File: src/rtl/round_ctrl.sv
// Round/stage sequencer: launches NUM_STAGES chained transform stages per round
// for NUM_ROUNDS rounds, with per-stage timeout, abort and sticky fault.
module round_ctrl #(
    parameter int NUM_STAGES = 5,
    parameter int NUM_ROUNDS = 24,
    parameter int TIMEOUT    = 1023,
    localparam int SW        = (NUM_STAGES > 1) ? $clog2(NUM_STAGES) : 1
) (
    input  logic                  clk,
    input  logic                  rst,
    input  logic                  start,
    input  logic                  abort,
    input  logic [NUM_STAGES-1:0] stage_ready,
    output logic [NUM_STAGES-1:0] stage_start,
    output logic                  busy,
    output logic                  done,
    output logic                  fault,
    output logic [7:0]            round_idx,
    output logic [SW-1:0]         stage_idx
);

    // state  | meaning
    // IDLE   | waiting for start, indices hold last values
    // LAUNCH | one-cycle start pulse to the current stage
    // WAIT   | waiting for the current stage's ready, counting toward timeout
    // FAULT  | stage timed out; sticky until the next start
    typedef enum logic [1:0] {S_IDLE, S_LAUNCH, S_WAIT, S_FAULT} state_t;

    state_t                state_q, state_d;
    logic [7:0]            round_q, round_d;
    logic [SW-1:0]         stage_q, stage_d;
    logic [15:0]           wait_q, wait_d;
    logic [NUM_STAGES-1:0] start_q, start_d;
    logic                  busy_q, busy_d;
    logic                  done_q, done_d;
    logic                  fault_q, fault_d;
    logic                  finish;
    logic                  ready_sel;
    logic                  last_stage;
    logic                  last_round;

    assign ready_sel  = stage_ready[stage_q];
    assign last_stage = (stage_q == SW'(NUM_STAGES - 1));
    assign last_round = (round_q == 8'(NUM_ROUNDS - 1));

    always_ff @(posedge clk or posedge rst) begin
        if (rst) begin
            state_q <= S_IDLE;
            round_q <= '0;
            stage_q <= '0;
            wait_q  <= '0;
            start_q <= '0;
            busy_q  <= 1'b0;
            done_q  <= 1'b0;
            fault_q <= 1'b0;
        end else begin
            state_q <= state_d;
            round_q <= round_d;
            stage_q <= stage_d;
            wait_q  <= wait_d;
            start_q <= start_d;
            busy_q  <= busy_d;
            done_q  <= done_d;
            fault_q <= fault_d;
        end
    end

    always_comb begin
        state_d = state_q;
        round_d = round_q;
        stage_d = stage_q;
        wait_d  = wait_q;
        finish  = 1'b0;
        case (state_q)
            S_IDLE, S_FAULT: begin
                if (start) begin
                    state_d = S_LAUNCH;
                    round_d = '0;
                    stage_d = '0;
                    wait_d  = '0;
                end
            end
            S_LAUNCH: begin
                wait_d = '0;
                if (abort) state_d = S_IDLE;
                else       state_d = S_WAIT;
            end
            S_WAIT: begin
                // abort beats ready, ready beats timeout
                if (abort) begin
                    state_d = S_IDLE;
                end else if (ready_sel) begin
                    if (!last_stage) begin
                        stage_d = stage_q + SW'(1);
                        state_d = S_LAUNCH;
                    end else if (!last_round) begin
                        stage_d = '0;
                        round_d = round_q + 8'd1;
                        state_d = S_LAUNCH;
                    end else begin
                        state_d = S_IDLE;
                        finish  = 1'b1;
                    end
                end else if (wait_q == 16'(TIMEOUT - 1)) begin
                    state_d = S_FAULT;
                end else begin
                    wait_d = wait_q + 16'd1;
                end
            end
            default: state_d = S_IDLE;
        endcase
    end

    // Outputs are registered from the next state so they line up with it.
    always_comb begin
        start_d = '0;
        if (state_d == S_LAUNCH) start_d = NUM_STAGES'(1) << stage_d;
        busy_d  = (state_d == S_LAUNCH) || (state_d == S_WAIT);
        done_d  = finish;
        fault_d = (state_d == S_FAULT);
    end

    assign stage_start = start_q;
    assign busy        = busy_q;
    assign done        = done_q;
    assign fault       = fault_q;
    assign round_idx   = round_q;
    assign stage_idx   = stage_q;

endmodule
File: config.mk
export PLATFORM = sky130hd
export DESIGN_NAME = round_ctrl
export DESIGN_NICKNAME = d
export VERILOG_FILES = /design/src/rtl/round_ctrl.sv
export SDC_FILE = /design/constraint.sdc
export NUM_CORES = 1
export LEC_CHECK = 0
export ABC_CLOCK_PERIOD_IN_PS = 3400
export CORE_MARGIN = 2
export CORE_UTILIZATION = 40
export DETAILED_ROUTE_END_ITERATION = 8
export GPL_ROUTABILITY_DRIVEN = 0
export PLACE_DENSITY_LB_ADDON = 0.3
export SETUP_SLACK_MARGIN = 0.15
export SYNTH_ARGS = -nofsm -noshare
export SYNTH_HDL_FRONTEND = slang
export SYNTH_SLANG_ARGS = --single-unit
File: constraint.sdc
create_clock -name clk -period 3.4 [get_ports clk]
set_input_delay 1.02 -clock clk [delete_from_list [all_inputs] [get_ports clk]]
set_output_delay 1.02 -clock clk [all_outputs]
set_load 0.01 [all_outputs]
==> impl_metrics.tcl <==
set metrics [dict create \
    avgSynthCellArea_um2 9.37 \
    post_drt_wl_per_cell_um 14.8 \
    insertion_delay_ns 0.28 \
    relSlewSlack_pct 59.3 \
    yosysSeqAreaShare_pct 42.2 \
    worst_slew_pin_slew_ns 0.603 \
    yosysTopAreaCell "dfrtp_1" \
    startpoint "stage_ready[4]" \
    post_cts_buffers 0 \
    final_cells 333 \
    io_pins 28 \
    vias_per_cell 5.66 \
    core-area_um2 5200 \
    reg2reg_depth 9 \
    start_util_pct 42.1 \
    synth_area_leaders "dfrtp_1, ha_1, a21oi_1" \
    wl_mm 4.92 \
    slew_violations 0 \
    drt_iter0_drc 141 \
    path_clk_slew_ns 0.07 \
    route.detailed.drc 0 \
    antenna_left 0 \
    cts_tree "yes" \
    grt_pass1_wl_mm 8.65 \
    h-tree-depth 2 \
    rsz0062_at_grt "false" \
    min_path_type "reg2reg" \
    totalNegativeSetupSlack_ns 0 \
    cp-end-kind "flip-flop" \
    cts.sink_count 37 \
    netlist_area_um2 2190 \
    synth_cells 234 \
    syn_to_final_growth_pct 18.9 \
    cts_buffers 5 \
    crit_arrival_ns 3.15 \
    root_buffer "clkbuf_8" \
    post-route-util_pct 50.1 \
    worstSetupEndpoint "stage_start[2]" \
    status "finished clean" \
    synthesis.nets 253 \
    filler_cell_count 520 \
    rr_endpoint "stage_start[2]" \
    synth_edf_count 0 \
    worst_clock_skew_ns 0.00473 \
    ys_async_sr_fraction_pct 100 \
    powerDensity_nw_per_um2 471 \
    cts_buffer_depth 2 \
    drive_gt1_share_pct 6.46 \
    n_antenna_cell 0 \
    synth.top_cell.area_share_pct 42.2 \
    ys_ff_latch 37 \
    critPathMaxFanout 7 \
    hold_viol 0 \
    drv_cap 0 \
    portBuffers 27 \
    die-area_um2 6090 \
    grt_max_degree 38 \
    yosysWarningCount 0 \
    synthDistinctLibCells 56 \
    critPathKind "in2reg" \
    period_minus_slack_ns 2.96 \
    nets 281 \
    rows 26 \
    route.vias.total 1886 \
    grt_pass1_vias 1824 \
    die_h_um 78.0 \
    place_hpwl_mm 3.52 \
    r2r_start "state_q[0]" \
    p_leak_uw 0.00105 \
    cp-start-kind "input port" \
    timing.fmax_ghz 0.338 \
    antenna_found_initial 0 \
    finalSetupViolCount 0 \
    cts_hold_buf 0 \
    r2r_setup_slack_ns 0.71 \
    ir_worst_vdd_uv 198 \
    ctsResizeCount 0 \
    post-place-cells 325 \
    gr-total-overflow 0 \
    drt_first_pass_iters 4 \
    fp.dieW_um 78.0 \
    critPathRequiredTime_ns 3.59 \
    grt_usage_pct 17.6 \
    synthFlopType "dfrtp_1" \
    fin_crit_sh_pct 87.1 \
]
## layout make-up
type                       count  area [µm²]  share of cell area (%)
multi-input combinational    174        1160                    44.5
clock buffer                   8        80.1                    3.07
inverter                      12        45.0                    1.73
timing repair buffer          32         308                    11.8
tap                           70        87.6                    3.36
sequential                    37         926                    35.5
## through the flow
stage                     hold slack, ns  worst slack (ns)  total power, µW  instance area, µm²
after global placement             0.552             0.300              939                2530
after floorplan                    0.512             0.773              795                2190
after detailed placement           0.552             0.196              946                2530
final                              0.561             0.439             1230                2610
after global routing               0.603             0.305             1320                2610
after CTS                          0.564             0.484             1240                2610
## cells by family after synthesis
group                      synth area share (%)
DFF                                        42.2
and+or+nand+nor                            24.9
xor gates and xnor gates                   2.40
buffers and inverters                      4.85
muxes                                      1.66
adders and majority gates                  5.71
AOI/OAI and AO/OA                          18.3
## cell usage after synthesis (all sizes together) (4+ instances only)
cell type and number:
nor4 6, a21oi 18, o31ai 8, o21ai 8
nand2 16, xnor2 6, or3 5, nand4 4
or4 7, inv 11, ha 10, nor2 16
nor3 9, dfrtp 37, nand3 18, clkbuf 7
buf 4
## layout by cell type, fill, tap and decap left out, types with 2 or more instances in the layout
| master | n |
|---|---|
| o31ai_1 | 8 |
| clkbuf_1 | 3 |
| nand4_1 | 4 |
| clkbuf_8 | 5 |
| or3_1 | 5 |
| o22ai_1 | 2 |
| inv_1 | 11 |
| o21ai_0 | 8 |
| o2bb2ai_1 | 2 |
| nor4_1 | 6 |
| or4_1 | 7 |
| xnor2_1 | 6 |
| a22o_1 | 2 |
| a211oi_1 | 3 |
| a21oi_1 | 17 |
| dfrtp_1 | 37 |
| a31oi_1 | 2 |
| nor2_1 | 16 |
| clkdlybuf4s50_1 | 27 |
| nor2b_1 | 2 |
| ha_1 | 10 |
| buf_4 | 5 |
| nand2_1 | 16 |
| a21o_1 | 2 |
| and3_1 | 3 |
| nor3_1 | 9 |
| nand3_1 | 17 |
## sequential cells by signal (all words and copies together), names as in the netlist
| name | cells |
|---|---|
| fault | 1 |
| stage_start | 5 |
| done | 1 |
| busy | 1 |
| state_q | 2 |
| wait_q | 16 |
| round_idx | 8 |
| stage_idx | 3 |
## power breakdown
part	switching, µW	internal (µW)	total [µW]
Combinational	281	165	446
Sequential	20.1	473	494
Clock	142	146	288
Total	443	784	1230
## worst min-delay path by stage
stage | slack [ns] | cells after the start | to | from
floorplan | 0.51 | 2 | wait_q[15] | wait_q[15]
global placement | 0.55 | 2 | wait_q[15] | wait_q[15]
detailed placement | 0.55 | 2 | wait_q[15] | wait_q[15]
CTS | 0.56 | 2 | wait_q[15] | wait_q[15]
global route | 0.60 | 2 | wait_q[14] | wait_q[14]
finish | 0.56 | 2 | wait_q[15] | wait_q[15]
## worst max-delay path, cell delays in order
cell,delay [ns]
clkdlybuf4s50_1,0.45
and4bb_4,0.28
a31oi_4,0.06
and2_4,0.22
nand2_1,0.11
o221ai_1,0.12
a22oi_1,0.30
ha_1,0.30
nand2_1,0.09
nor3b_1,0.20
## per-layer routing
layer  wire [µm]  GRT usage, %
met5           0             0
met4          38          5.79
met3         230          4.02
met2        2230          27.0
met1        2410          24.8
Power figures use the tool's default switching activity.
==> variant 1, RTL diff (same settings) <==
Change the parameter `NUM_STAGES` from 5 to 10.
--- a/src/rtl/round_ctrl.sv
+++ b/src/rtl/round_ctrl.sv
@@ -3,3 +3,3 @@
 module round_ctrl #(
-    parameter int NUM_STAGES = 5,
+    parameter int NUM_STAGES = 10,
     parameter int NUM_ROUNDS = 24,
Interface: changed (resized stage_idx, stage_ready and stage_start); port bits go from 28 to 39. No check against the original RTL was run, so the function may have changed too.
==> variant 1 against the unedited design <==
  * Combinational power is 61% higher
  * Wire length rose by 11%
  * Hold slack got worse by 0.0092 ns
  * Area after synthesis increased by 12%
  * Final area increased by 21%
  * Sequential power is 20% higher
  * Via count is 13% higher
  * Highest routed layer unchanged
  * Sequential cell count rose by 6
  * Power increased by 46%
  * Setup slack got worse by 0.21 ns
  * Die area is 11% higher
  * Largest power group is now combinational cells
  * Largest cell class unchanged
==> variant 1: results (changes against the unedited design) <==
* Status: complete, no violations (unchanged)
* Worst path max stage delay at 0.46 ns
* Final #Nets at 341 (was 281)
* DR iter-0 viols at 139 (was 141)
* Worst Hold Depth at 2 (unchanged)
* Starting Density at 0.413 (was 0.421)
* Arrival time at the worst endpoint at 3.40 ns (was 3.15 ns)
* CP max FO at 3 (was 7)
* First-pass GRT wire length at 9.09 mm (was 8.65 mm)
* WL/cell at 13.9 um (was 14.8 um)
* Worst-Margin Slew at 0.558 ns (was 0.603 ns)
* Fin Hold WS at 0.552 ns (was 0.561 ns)
* Area contributors post-synth: dfrtp_1 (44%), ha_1 (5.1%), o21ai_0 (4.7%), or3_1 (3.6%), a21oi_1 (3.5%) (was dfrtp_1 (42%), ha_1 (5.7%), a21oi_1 (3.9%), nand3_1 (3.9%), nand2_1 (2.7%))
* Max reg flops at 16 (unchanged)
* Syn nets at 290 (was 253)
* Comb power at 0.000718 W (was 0.000446 W)
* Slowest CP cell: clkdlybuf4s50_1 (unchanged)
* Site Rows at 28 (was 26)
* Total sequential power at 0.000592 W (was 0.000494 W)
* Clk_skew at 0.00799 ns (was 0.00473 ns)
* Post-DP HPWL at 3.89 mm (was 3.52 mm)
* VDD IR max at 355 uV (was 198 uV)
* Power share of the sequential group at 0.332 (was 0.402)
* Vias per cell at 5.44 (was 5.66)
* RR Startpoint: stage_idx[0] (was state_q[0])
* H-tree Lvls at 2 (unchanged)
* Worst setup path endpoint: stage_start[9] (was stage_start[2])
* P_leak at 1.30 nW (was 1.05 nW)
* Top cells by instance count after synthesis: dfrtp_1 (43), o21ai_0 (23), nor2_1 (21), nand2_1 (20), a21oi_1 (17) (was dfrtp_1 (37), a21oi_1 (17), nand3_1 (17), nand2_1 (16), nor2_1 (16))
* Vias in the first global route at 1948 (was 1824)
* N_diodes at 0 (unchanged)
* Total Routed Length at 5.46 mm (was 4.92 mm)
* Total track usage at 0.173 (was 0.176)
* Clk_lat worst skew at 0.30 ns (was 0.28 ns)
* Layout cells sized above 1 at 0.126 (was 0.0646)
* Switch share at 0.354 (was 0.361)
* Largest net degree at the start of global routing at 44 (was 38)
* Worst R2R End: wait_q[13] (was stage_start[2])
* DP Cell Count at 385 (was 325)
* R2R setup slack at 0.61 ns (was 0.71 ns)
* Port Buffers at 38 (was 27)
* Hold endpoint: wait_q[1] (was wait_q[15])
* CP startpoint: stage_ready[5] (was stage_ready[4])
* Worst r2r path cells at 8 (was 9)
* Cell variety after synth at 49 (was 56)
* CP delay by family, top: compound AO/OA/AOI/OAI gates (was simple AND/OR/NAND/NOR gates)
* Seq/Total Area, Yosys at 0.440 (was 0.422)
* Syn Area/Cell at 9.20 um2 (was 9.37 um2)
* Hold path start: wait_q[1] (was wait_q[15])
[variant 1: cell count changes in the layout (fill, tap and decap cells not counted), sizes merged, moves of 6 or more]
cell / change
or3: +10
clkdlybuf4s50: +11
or4: -7
o21ai: +16
buf: +12
dfrtp: +6
nor2: +6
[variant 1: per-layer routing]
layer / up-vias / global-route usage / routed length (um)
li1: 1064 / - / -
met1: 1017 / 0.248 / 2700
met2: 47 / 0.269 / 2480
met3: 8 / 0.0304 / 217
met4: 0 / 0.0500 / 65
met5: - / 0 / 0
[variant 1: worst min-delay path, cell delays in order (launching register included)]
cell and delay [ns]:
dfrtp_1 0.41, nand2_1 0.06, o31ai_1 0.05
[variant 1: cell type report]
cell class / instances / area, um2
clock buffer: 5 / 68.8
clock inverter: 3 / 67.6
fill: 537 / 2770
inverter: 13 / 48.8
multi-input combinational: 199 / 1270
sequential: 43 / 1080
tap: 75 / 93.8
timing repair buffer: 55 / 520
[variant 1: logic make-up (layout without fill, tap and decap cells)]
kind of cell	after synthesis	count (layout)	share of synthesized area
xor gates and xnor gates	3	3	0.0107
muxes	4	4	0.0220
AOI/OAI and AO/OA	64	64	0.169
DFF	43	43	0.440
adders and majority gates	10	10	0.0511
and+or+nand+nor	118	118	0.261
buffers and inverters	24	76	0.0470
[variant 1: through the flow]
step / setup WS, ns / utilization / instance area (um2)
2_1_floorplan: 0.285 / - / 2450
3_3_place_gp: -0.163 / 0.506 / 3000
3_5_place_dp: -0.212 / 0.506 / 3000
4_1_cts: 0.153 / 0.529 / 3130
5_1_grt: 0.144 / 0.532 / 3150
6_report: 0.231 / 0.532 / 3150
[variant 1: what timing repair did]
item,in CTS,in global routing
setup endpoints to repair,5,6
gates resized for setup,0,6
hold buffers,0,0
pin swaps,2,3
endpoints found under the hold margin,0,0
==> variant 2, RTL diff (config.mk and constraints unchanged) <==
Made on the original files. Put one more register stage on the output `fault`. The value now appears one clock later. The other outputs are not delayed to match.
--- a/src/rtl/round_ctrl.sv
+++ b/src/rtl/round_ctrl.sv
@@ -125,3 +125,5 @@
     assign done        = done_q;
-    assign fault       = fault_q;
+    always_ff @(posedge clk) begin
+        fault <= fault_q;
+    end
     assign round_idx   = round_q;
Check against the original RTL: no difference found for any inputs over 10 cycles, from zero or initial values and one cycle with rst high; that may be too few to reach the edited logic, so the function may still have changed.
==> variant 2 against the unedited design <==
  * Sequential cell count increased by 1
  * Area after synthesis increased by 0.91%
  * Wire length decreased by 2.5%
  * Critical path depth unchanged
  * Clock skew increased by 0.0054 ns
  * Sequential share of layout area about the same
  * Utilization decreased by 1.1 points
  * Final area increased by 2.2%
  * Power increased by 7.9%
  * Setup slack improved by 0.083 ns
  * Critical path type unchanged
  * Largest cell class unchanged
  * Largest power group unchanged
  * Highest routed layer unchanged
==> variant 2: results (changes against the unedited design) <==
* Clk_skew at 0.0102 ns (was 0.00473 ns)
* Status: complete, no violations (unchanged)
* Adder-cell share of the synthesized area at 0.0566 (was 0.0571)
* Compound-cell area share of the yosys netlist at 0.181 (was 0.183)
* Cell variety after synth at 57 (was 56)
* Final #Nets at 283 (was 281)
* Area contributors post-synth: dfrtp_1 (42%), ha_1 (5.7%), a21oi_1 (3.8%), nand3_1 (3.8%), nand2_1 (2.7%) (was dfrtp_1 (42%), ha_1 (5.7%), a21oi_1 (3.9%), nand3_1 (3.9%), nand2_1 (2.7%))
* Post-DP HPWL at 3.39 mm (was 3.52 mm)
* Syn nets at 254 (was 253)
* Total Routed Length at 4.79 mm (was 4.92 mm)
* Dpl ws at 0.204 ns (was 0.196 ns)
* P_leak at 1.08 nW (was 1.05 nW)
* First-pass GRT wire length at 8.28 mm (was 8.65 mm)
* VDD IR max at 248 uV (was 198 uV)
* Layout cells sized above 1 at 0.0717 (was 0.0646)
* Largest net degree at the start of global routing at 38 (unchanged)
* Top cells by instance count after synthesis: dfrtp_1 (37), a21oi_1 (17), nand3_1 (17), nand2_1 (16), nor2_1 (16) (unchanged)
* Post-synthesis mux area share at 0.0164 (was 0.0166)
* Seq/Total Area, Yosys at 0.428 (was 0.422)
* Fraction of registers with async set/reset at 0.974 (was 1.00)
* DR iter-0 viols at 99 (was 141)
* Worst-Margin Slew at 0.538 ns (was 0.603 ns)
* Clock slew at reported path FFs at 0.07 ns (about the same)
* Switch share at 0.340 (was 0.361)
* R2R setup slack at 0.98 ns (was 0.71 ns)
* Total track usage at 0.168 (was 0.176)
* Number of synthesis warnings at 0 (unchanged)
* Arrival time at the worst endpoint at 3.08 ns (was 3.15 ns)
* Vias per cell at 5.57 (was 5.66)
* Syn Area/Cell at 9.41 um2 (was 9.37 um2)
* Fin Hold WS at 0.344 ns (was 0.561 ns)
* Vias in the first global route at 1802 (was 1824)
* Post-synthesis xor/xnor area fraction at 0.0238 (was 0.0240)
[variant 2: cell types whose count changed in the layout (fill, tap and decap cells not counted), sizes merged]
cell    unedited run  this run
dfxtp              0         1
clkbuf             8         7
bufinv             0         1
buf                5         6
[variant 2: cells by family after synthesis]
| logic type | Yosys count |
|---|---|
| AND/OR/NAND/NOR | 98 |
| AO/OA/AOI/OAI | 57 |
| flip-flops | 38 |
| buffers and inverters | 23 |
| adder cells (fa/ha/maj) | 10 |
| XOR/XNOR | 6 |
| multiplexers | 3 |
[variant 2: layout make-up]
cell class	count	area, um2
Inverter	12	45.0
Sequential cell	38	946
Multi-Input combinational cell	174	1160
Clock inverter	1	30.0
Timing Repair Buffer	33	315
Clock buffer	7	76.3
Tap cell	72	90.1
Fill cell	536	2780
[variant 2: through the flow]
stage | cell area, um2 | instances | total power, W | utilization
finish | 2660 | 337 | 0.00132 | 0.490
floorplan | 2210 | 235 | 0.000812 | -
global route | 2660 | 337 | 0.00141 | 0.490
detailed placement | 2560 | 329 | 0.000957 | 0.470
global placement | 2560 | 329 | 0.000955 | 0.470
CTS | 2660 | 337 | 0.00133 | 0.490
[variant 2: critical path, stage by stage]
cell and delay (ns):
clkdlybuf4s50_1 0.46, and4bb_4 0.29, a31oi_4 0.06, and2_4 0.22
nand2_1 0.10, o221ai_1 0.13, a22oi_1 0.26, ha_1 0.27
nand2_1 0.09, nor3b_1 0.19
[variant 2: worst paths after layout]
kind,start,to,depth (start not counted)
worst max register to register,state_q[0],wait_q[15],8
worst min-delay path,fault_q,fault,0
max in group asynchronous,rst,round_idx[2],3
worst min register to register,fault_q,fault,0
min in group asynchronous,rst,wait_q[6],3
worst max-delay path,stage_ready[4],stage_start[2],10
[variant 2: metal layers]
metal	track usage	up-vias	wire (um)
li1	-	936	-
met4	0.0474	0	42
met5	0	-	0
met1	0.224	906	2380
met2	0.279	32	2210
met3	0.0333	4	156
[variant 2: power by group through the flow]
| stage | Clock (W) | Sequential [W] | Combinational [W] |
|---|---|---|---|
| 6_report | 0.000377 | 0.000512 | 0.000435 |
| 2_1_floorplan | 0 | 0.000527 | 0.000285 |
| 4_1_cts | 0.000383 | 0.000512 | 0.000437 |
| 3_3_place_gp | 0 | 0.000519 | 0.000436 |
| 5_1_grt | 0.000400 | 0.000517 | 0.000489 |
| 3_5_place_dp | 0 | 0.000521 | 0.000436 |
